[src/rtl/game_master_fsm_multi_shot.sv]
// Round controller for the target/torpedo game: N_SHOTS launches per round and a saturating win score.
// Optional build macro GAME_KEY_EDGE_EN: fire on the rising edge of key instead of its level.
module game_master_fsm_multi_shot #(
  parameter int N_SHOTS = 3,
  parameter int SHOTS_W = 2,
  parameter int SCORE_W = 4
) (
  input  logic               clk,
  input  logic               reset,
  input  logic               key,
  input  logic               sprite_target_within_screen,
  input  logic               sprite_torpedo_within_screen,
  input  logic               collision,
  input  logic               end_of_game_timer_running,
  output logic               sprite_target_write_xy,
  output logic               sprite_torpedo_write_xy,
  output logic               sprite_target_write_dxy,
  output logic               sprite_torpedo_write_dxy,
  output logic               sprite_target_enable_update,
  output logic               sprite_torpedo_enable_update,
  output logic               end_of_game_timer_start,
  output logic               game_won,
  output logic               game_lost,
  output logic [SHOTS_W-1:0] shots_left,
  output logic [SCORE_W-1:0] score
);

  typedef enum logic [7:0] {
    START_TARGET    = 8'b0000_0001,
    WAIT_KEY        = 8'b0000_0010,
    START_TORPEDO   = 8'b0000_0100,
    WAIT_COLLISION  = 8'b0000_1000,
    RELOAD          = 8'b0001_0000,
    START_END_TIMER = 8'b0010_0000,
    GAME_WON        = 8'b0100_0000,
    GAME_LOST       = 8'b1000_0000
  } state_t;

  state_t state;
  state_t state_nx;
  logic   collision_reg;
  logic   fire;
  logic   shots_avail;

`ifdef GAME_KEY_EDGE_EN
  logic key_d;
  assign fire = key & ~key_d;
`else
  assign fire = key;
`endif

  assign shots_avail = (shots_left != '0);

  always_comb begin
    state_nx = START_TARGET;
    case (state)
      START_TARGET:    state_nx = WAIT_KEY;
      WAIT_KEY: begin
        if (fire && shots_avail)               state_nx = START_TORPEDO;
        else if (!sprite_target_within_screen) state_nx = START_END_TIMER;
        else                                   state_nx = WAIT_KEY;
      end
      START_TORPEDO:   state_nx = WAIT_COLLISION;
      WAIT_COLLISION: begin
        if (collision || !sprite_target_within_screen) state_nx = START_END_TIMER;
        else if (!sprite_torpedo_within_screen)        state_nx = shots_avail ? RELOAD : START_END_TIMER;
        else                                           state_nx = WAIT_COLLISION;
      end
      RELOAD:          state_nx = WAIT_KEY;
      START_END_TIMER: state_nx = collision_reg ? GAME_WON : GAME_LOST;
      GAME_WON:        state_nx = end_of_game_timer_running ? GAME_WON : START_TARGET;
      GAME_LOST:       state_nx = end_of_game_timer_running ? GAME_LOST : START_TARGET;
      default:         state_nx = START_TARGET;
    endcase
  end

  // Outputs are registered from the next state so they always match the decode of the current state.
  always_ff @(posedge clk or posedge reset) begin
    if (reset) begin
      state                        <= START_TARGET;
      shots_left                   <= SHOTS_W'(N_SHOTS);
      score                        <= '0;
      collision_reg                <= 1'b0;
      sprite_target_write_xy       <= 1'b1;
      sprite_target_write_dxy      <= 1'b1;
      sprite_torpedo_write_xy      <= 1'b1;
      sprite_torpedo_write_dxy     <= 1'b0;
      sprite_target_enable_update  <= 1'b0;
      sprite_torpedo_enable_update <= 1'b0;
      end_of_game_timer_start      <= 1'b0;
      game_won                     <= 1'b0;
      game_lost                    <= 1'b0;
`ifdef GAME_KEY_EDGE_EN
      key_d                        <= 1'b0;
`endif
    end else begin
      state                        <= state_nx;
      collision_reg                <= collision;
      sprite_target_write_xy       <= (state_nx == START_TARGET);
      sprite_target_write_dxy      <= (state_nx == START_TARGET);
      sprite_torpedo_write_xy      <= (state_nx == START_TARGET) || (state_nx == RELOAD);
      sprite_torpedo_write_dxy     <= (state_nx == WAIT_KEY) || (state_nx == WAIT_COLLISION);
      sprite_target_enable_update  <= (state_nx == WAIT_KEY) || (state_nx == WAIT_COLLISION);
      sprite_torpedo_enable_update <= (state_nx == WAIT_COLLISION);
      end_of_game_timer_start      <= (state_nx == START_END_TIMER);
      game_won                     <= (state_nx == GAME_WON);
      game_lost                    <= (state_nx == GAME_LOST);
`ifdef GAME_KEY_EDGE_EN
      key_d                        <= key;
`endif
      case (state)
        START_TARGET:    shots_left <= SHOTS_W'(N_SHOTS);
        START_TORPEDO:   shots_left <= shots_left - SHOTS_W'(1);
        START_END_TIMER: if (collision_reg && (score != '1)) score <= score + SCORE_W'(1);
        default: ;
      endcase
    end
  end

endmodule

[config.mk]
export PLATFORM = sky130hd
export DESIGN_NAME = game_master_fsm_multi_shot
export DESIGN_NICKNAME = d
export VERILOG_FILES = /design/src/rtl/game_master_fsm_multi_shot.sv
export SDC_FILE = /design/constraint.sdc
export NUM_CORES = 1
export LEC_CHECK = 0
export BUFFER_PORTS_ARGS = -buffer_cell sky130_fd_sc_hd__buf_4
export CAP_MARGIN = 5
export CORE_UTILIZATION = 35
export CTS_CLUSTER_DIAMETER = 100
export DETAILED_ROUTE_END_ITERATION = 16
export GPL_TIMING_DRIVEN = 0
export PLACE_DENSITY = 0.54
export RECOVER_POWER = 25
export SLEW_MARGIN = 20
export SYNTH_ARGS = -nofsm -noshare
export SYNTH_HDL_FRONTEND = slang
export SYNTH_SLANG_ARGS = --single-unit
[constraint.sdc]
create_clock -name clk -period 2.6 [get_ports clk]
set_clock_uncertainty 0.1 [all_clocks]
set_input_delay 0.39 -clock clk [delete_from_list [all_inputs] [get_ports clk]]
set_output_delay 0.39 -clock clk [all_outputs]
set_load 0.03 [all_outputs]
---- Word level (Yosys, flattened, before mapping) ----
Cells that the tools add are included.
storage, ports and cells
  register bits after elaboration ......... 22
  output and inout port bits .............. 15
operators by class
  add/subtract/negate cells ............... 2
  eq/ne operators ......................... 16
  multiplexer cells ....................... 10
  reduce and logical (&&, ||, !) cells .... 10
operator list
  operator                                                               number
  8-bit one-hot mux with 7 select lines                                  1
  6-bit 2-to-1 mux                                                       5
  8-bit by 1-bit equality test with 1-bit output, second input constant  2
  8-bit by 2-bit equality test with 1-bit output, second input constant  2
  8-bit by 4-bit equality test with 1-bit output, second input constant  2
  8-bit by 5-bit equality test with 1-bit output, second input constant  2
  8-bit by 6-bit equality test with 1-bit output, second input constant  2
  8-bit by 7-bit equality test with 1-bit output, second input constant  2
  8-bit equality test, second input constant                             2
  8-bit 2-to-1 mux                                                       2
  8-bit by 3-bit equality test with 1-bit output, second input constant  1
  7-bit 2-to-1 mux                                                       1
  4-bit by 1-bit adder with 4-bit output, second input constant          1
  4-bit inequality test, second input constant                           1
  2-bit one-hot mux with 2 select lines                                  1
  2-bit nonzero test                                                     2
  1-bit logical OR                                                       3
  1-bit logical AND                                                      2
  2-bit AND reduction                                                    1
  2-bit OR reduction                                                     1
  2-bit by 1-bit subtractor with 2-bit output, second input constant     1
  1-bit logical NOT                                                      1

---- Logic depth before layout (Yosys ltp) ----
  depth in word-level cells ............... 7
  mapped depth ............................ 6
  gate-level depth less buffers ........... 6

---- Worst setup path before layout ----
No wires, ideal clock.
  path kind ............................... register -> register
  start ................................... register state[2]
  end ..................................... register sprite_torpedo_write_xy
  arrival ................................. 1.725 ns
  setup slack ............................. 0.693 ns
  cell stages (with the launch flop) ...... 5
  path buffers ............................ 0
  path through ............................ dfrtp_1 or4_4 or4_4 or2_1 o211ai_1
on the way
  longest elaborated chain between the ends .. 5
  elaborated cells between the ends (all ways) .. 13
  classes of those cells .................. eq/ne: 10; mux: 1; reduce/logical: 2
RTL lines
  element                                                                                                                  line  text
  start, declared                                                                                                          39    state_t state;
  start signal, assigned                                                                                                   97    state <= state_nx;
  8-bit by 1-bit equality test with 1-bit output / 8-bit by 5-bit equality test with 1-bit output (equally long branches)  56    case (state)
  2-bit OR reduction (no line)                                                                                             -
  8-bit one-hot mux with 7 select lines (*)                                                                                56
  8-bit by 1-bit equality test with 1-bit output / 8-bit by 5-bit equality test with 1-bit output (equally long branches)  101   sprite_torpedo_write_xy <= (state_nx == START_TARGET) || (state_nx == RELOAD);
  1-bit logical OR (*)                                                                                                     101
  end signal, assigned                                                                                                     101
  end, declared                                                                                                            16    output logic sprite_torpedo_write_xy,
Mark *: on every way between the ends. The rest lies on a longest branch, timed or not.
A chain may end at the register's enable or synchronous reset.

---- Final worst setup path ----
  start ................................... register state[7]
  end ..................................... register sprite_torpedo_write_xy
Same word-level chain as after synthesis.

==> metrics <==
result of the run=completed; total instance count after detailed placement=around 150; depth of the CTS H-tree=1; smallest hold slack=between 100 and 150 ps; sequential area share after synthesis=0.5355; number of I/O pins=22; worst-path maximum fanout=7; cts bufs inserted=3; crit path time final=~2100 ps; effective utilization at floorplan=0.3738; post-route ant nets=0; synthesized-area fraction occupied by and/or/nand/nor cells=0.2467; leakage power figure=about 0.64 nW; die area=3193 sq um; DRC viols=0; share of cell area taken by muxes after synthesis=0.01083; horizontal die dimension=56.51 um; net count of the finished layout=approximately 140; total standard cell area after synthesis=between 1000 and 1500 sq um; Clock Root Buffer=sky130_fd_sc_hd__clkbuf_4; flip-flop count of the largest register after layout=8; arrival time of the worst setup path=approximately 2300 ps; largest family of logic cells by synthesized area=simple AND/OR/NAND/NOR gates; DP Wirelength=approximately 1500 um; Post-Route Setup TNS=0 ps; start point of the worst hold path=collision; diode insertion count for antenna repair=0; synthesized netlist cell count=roughly 100; layout overhead on the synthesized area=22.38%; first-pass GRT wire length=between 3000 and 4000 um; Clock transition at path regs=120 ps; power spent charging and discharging nets=about 0.48 mW; WL/cell=around 12 um; Peak Freq=471.7 MHz; sum of routed wire length over all layers=between 1500 and 2000 um; vias in the first global route=a little under 800; max-cap check violation count=0; busiest layer in global routing=met2; critical-path cell list=clkbuf_1 > nor4_4 > nand3_1 > or4_1 > o211ai_1; standard-cell row count=19; Die Height=56.51 um; syn nets=110; CTS tree=yes; Clk pwr share=0.155; beginning of the worst register-to-register path=state[7]; area share of fa/ha/maj cells after synthesis=0.02407; global-route met2 utilization=0.2151; clock latency at the later pin of the worst-skew pair=roughly 310 ps; antenna violations before repair=0; count of filler cells inserted in the layout=around 280; required time of the critical path=roughly 2700 ps; number of post-CTS setup repair buffers=0; switching share of power=0.3924; Finished Layout Cells=approximately 160; total number of yosys warnings=0; routing usage on met1=0.1856; Pwr Density=~960 nW/um^2; post-synthesis average cell area=roughly 10 sq um; Final GP Congestion=just under 0.8; clock net sink count=22; pin count of the biggest net entering global routing=23; drt pass-1 iters=4; number of vias in the routed layout=between 800 and 900; share of power burned in combinational logic=0.426; internal power=about 0.74 mW; number of buffers between clock root and the deepest sink=2; Slew Limit Headroom=0.4488; type of element capturing the critical path=flop; maximum VDD drop=585.7 uV; synthesized-area fraction occupied by xor and xnor cells=0.03369; total global-route track usage=0.1355; final period utilization=0.8154; share of post-route cells with drive strength above 1=0.2937; crit path launch type=flop; class of the tightest hold or removal check=in -> reg; top register by number of flip-flops=state; area fraction in compound gates after synthesis=0.09507; biggest cell delay along the critical path=~560 ps; per-cell via count in the routed design=around 5.2; number of hold-slack violations in the final timing report=0; global-route met3 utilization=0.02074; core footprint=2781 sq um; Worst Tran Pin Value=between 800 and 900 ps; register share of total power=0.419; Unique masters post-synth=30; Post-CTS Hold Buffers=0; cell with the biggest individual delay on the critical path=sky130_fd_sc_hd__or4_1; final max-slew violation count=0; post-synthesis register bit count=22; Post-CTS Resized=0; final setup violation count=0; # port buffers=21; DR iter-0 viols=15; leading registers by flop count=state: 8 flops, score: 4 flops, shots_left: 2 flops; setup repair after global routing missed its margin=no; residual overflow from global routing=0; Critical path origin=state[7]; WS Path Type=reg -> reg
metal layers:
metal	vias to the layer above	wire (um)
met3	4	70
met2	16	934
met1	390	920
met4	0	23
li1	404	-
met5	-	0
cell usage after synthesis:
master	number	area, sq um
sky130_fd_sc_hd__nor2_1	8	30.03
sky130_fd_sc_hd__a41oi_1	1	8.760
sky130_fd_sc_hd__o211ai_1	2	15.01
sky130_fd_sc_hd__dfrtp_1	17	425.4
sky130_fd_sc_hd__or2_1	1	6.260
sky130_fd_sc_hd__inv_1	9	33.78
sky130_fd_sc_hd__nor4_1	2	12.51
sky130_fd_sc_hd__nand2b_1	2	12.51
sky130_fd_sc_hd__o21ai_0	9	45.04
sky130_fd_sc_hd__nand3_1	8	40.04
sky130_fd_sc_hd__and2b_1	1	7.510
sky130_fd_sc_hd__nand2_1	5	18.77
sky130_fd_sc_hd__xor2_1	3	26.28
sky130_fd_sc_hd__nor3_1	3	15.01
sky130_fd_sc_hd__mux2_2	1	11.26
sky130_fd_sc_hd__buf_4	2	15.01
sky130_fd_sc_hd__dfstp_2	5	131.4
sky130_fd_sc_hd__nand4b_1	2	17.52
sky130_fd_sc_hd__a22oi_1	1	7.510
sky130_fd_sc_hd__nor4b_1	3	26.28
sky130_fd_sc_hd__clkbuf_1	2	7.510
sky130_fd_sc_hd__o22ai_1	2	12.51
sky130_fd_sc_hd__or2_2	1	6.260
sky130_fd_sc_hd__xnor2_1	1	8.760
sky130_fd_sc_hd__or4_4	2	22.52
sky130_fd_sc_hd__ha_1	2	25.02
sky130_fd_sc_hd__or4_1	1	7.510
sky130_fd_sc_hd__nor2b_1	2	12.51
sky130_fd_sc_hd__a21oi_1	2	10.01
sky130_fd_sc_hd__nor4_4	1	21.27
worst max-delay path, delay by kind of cell (launching register included):
family,cells,cell delay (ps)
simple gates,3,1250
flops,1,390
buf+inv,1,200
compound gates,1,120
layout by cell type, fill, tap and decap left out, types with 2 or more instances in the layout:
master	instances
sky130_fd_sc_hd__nor4_1	2
sky130_fd_sc_hd__xor2_1	3
sky130_fd_sc_hd__a21oi_1	2
sky130_fd_sc_hd__or4_4	2
sky130_fd_sc_hd__nand2b_1	2
sky130_fd_sc_hd__dfstp_2	5
sky130_fd_sc_hd__nor3_1	3
sky130_fd_sc_hd__dfrtp_1	17
sky130_fd_sc_hd__clkbuf_1	2
sky130_fd_sc_hd__buf_4	21
sky130_fd_sc_hd__nor4b_1	3
sky130_fd_sc_hd__nor2b_1	2
sky130_fd_sc_hd__o211ai_1	2
sky130_fd_sc_hd__nor2_1	8
sky130_fd_sc_hd__nand4b_1	2
sky130_fd_sc_hd__ha_1	2
sky130_fd_sc_hd__nand2_1	5
sky130_fd_sc_hd__inv_1	9
sky130_fd_sc_hd__o22ai_1	2
sky130_fd_sc_hd__clkbuf_4	5
sky130_fd_sc_hd__nand3_1	8
sky130_fd_sc_hd__o21ai_0	9
worst paths after layout:
kind                            cells after the start  slack (ps)                       to
worst min-delay path                                1         110            collision_reg
worst max-delay path                                5         480  sprite_torpedo_write_xy
min in group asynchronous                           2         130                 score[2]
worst max register to register                      5         480  sprite_torpedo_write_xy
worst min register to register                      1         410                 score[3]
max in group asynchronous                           2        1760                 state[2]
cell families (layout without fill, tap and decap cells):
kind of cell,after synthesis,in the layout
AO/OA/AOI/OAI,17,17
flip-flops,22,22
buffers and inverters,13,38
multiplexers,1,1
XOR/XNOR,4,4
adder cells (fa/ha/maj),2,2
AND/OR/NAND/NOR,42,42
cell type report:
class / count / area [sq um] / share of cell area
Buffer: 4 / 22.52 / 0.01770
Clock buffer: 4 / 36.28 / 0.02852
Inverter: 9 / 33.78 / 0.02655
Multi-Input combinational cell: 66 / 426.7 / 0.3353
Sequential cell: 22 / 556.8 / 0.4376
Tap cell: 31 / 38.79 / 0.03048
Timing Repair Buffer: 21 / 157.7 / 0.1239
power groups by stage:
stage	Clock, mW	Sequential (mW)	Combinational, mW
after floorplan	0	0.613	0.264
after global placement	0	0.518	0.518
after detailed placement	0	0.519	0.522
after CTS	0.198	0.513	0.526
after global routing	0.211	0.525	0.567
final	0.189	0.512	0.520
per-stage QoR:
| stage | total power [mW] | util | worst slack, ps | instance area (sq um) |
|---|---|---|---|---|
| after floorplan | 0.8772 | - | 693.1 | 1040 |
| after global placement | 1.035 | 0.4444 | 537.9 | 1236 |
| after detailed placement | 1.042 | 0.4444 | 530.6 | 1236 |
| final | 1.221 | 0.4575 | 480.1 | 1272 |
| after global routing | 1.304 | 0.4575 | 355.9 | 1272 |
| after CTS | 1.236 | 0.4575 | 491.6 | 1272 |
No activity file was read; power rests on OpenSTA's default activity.
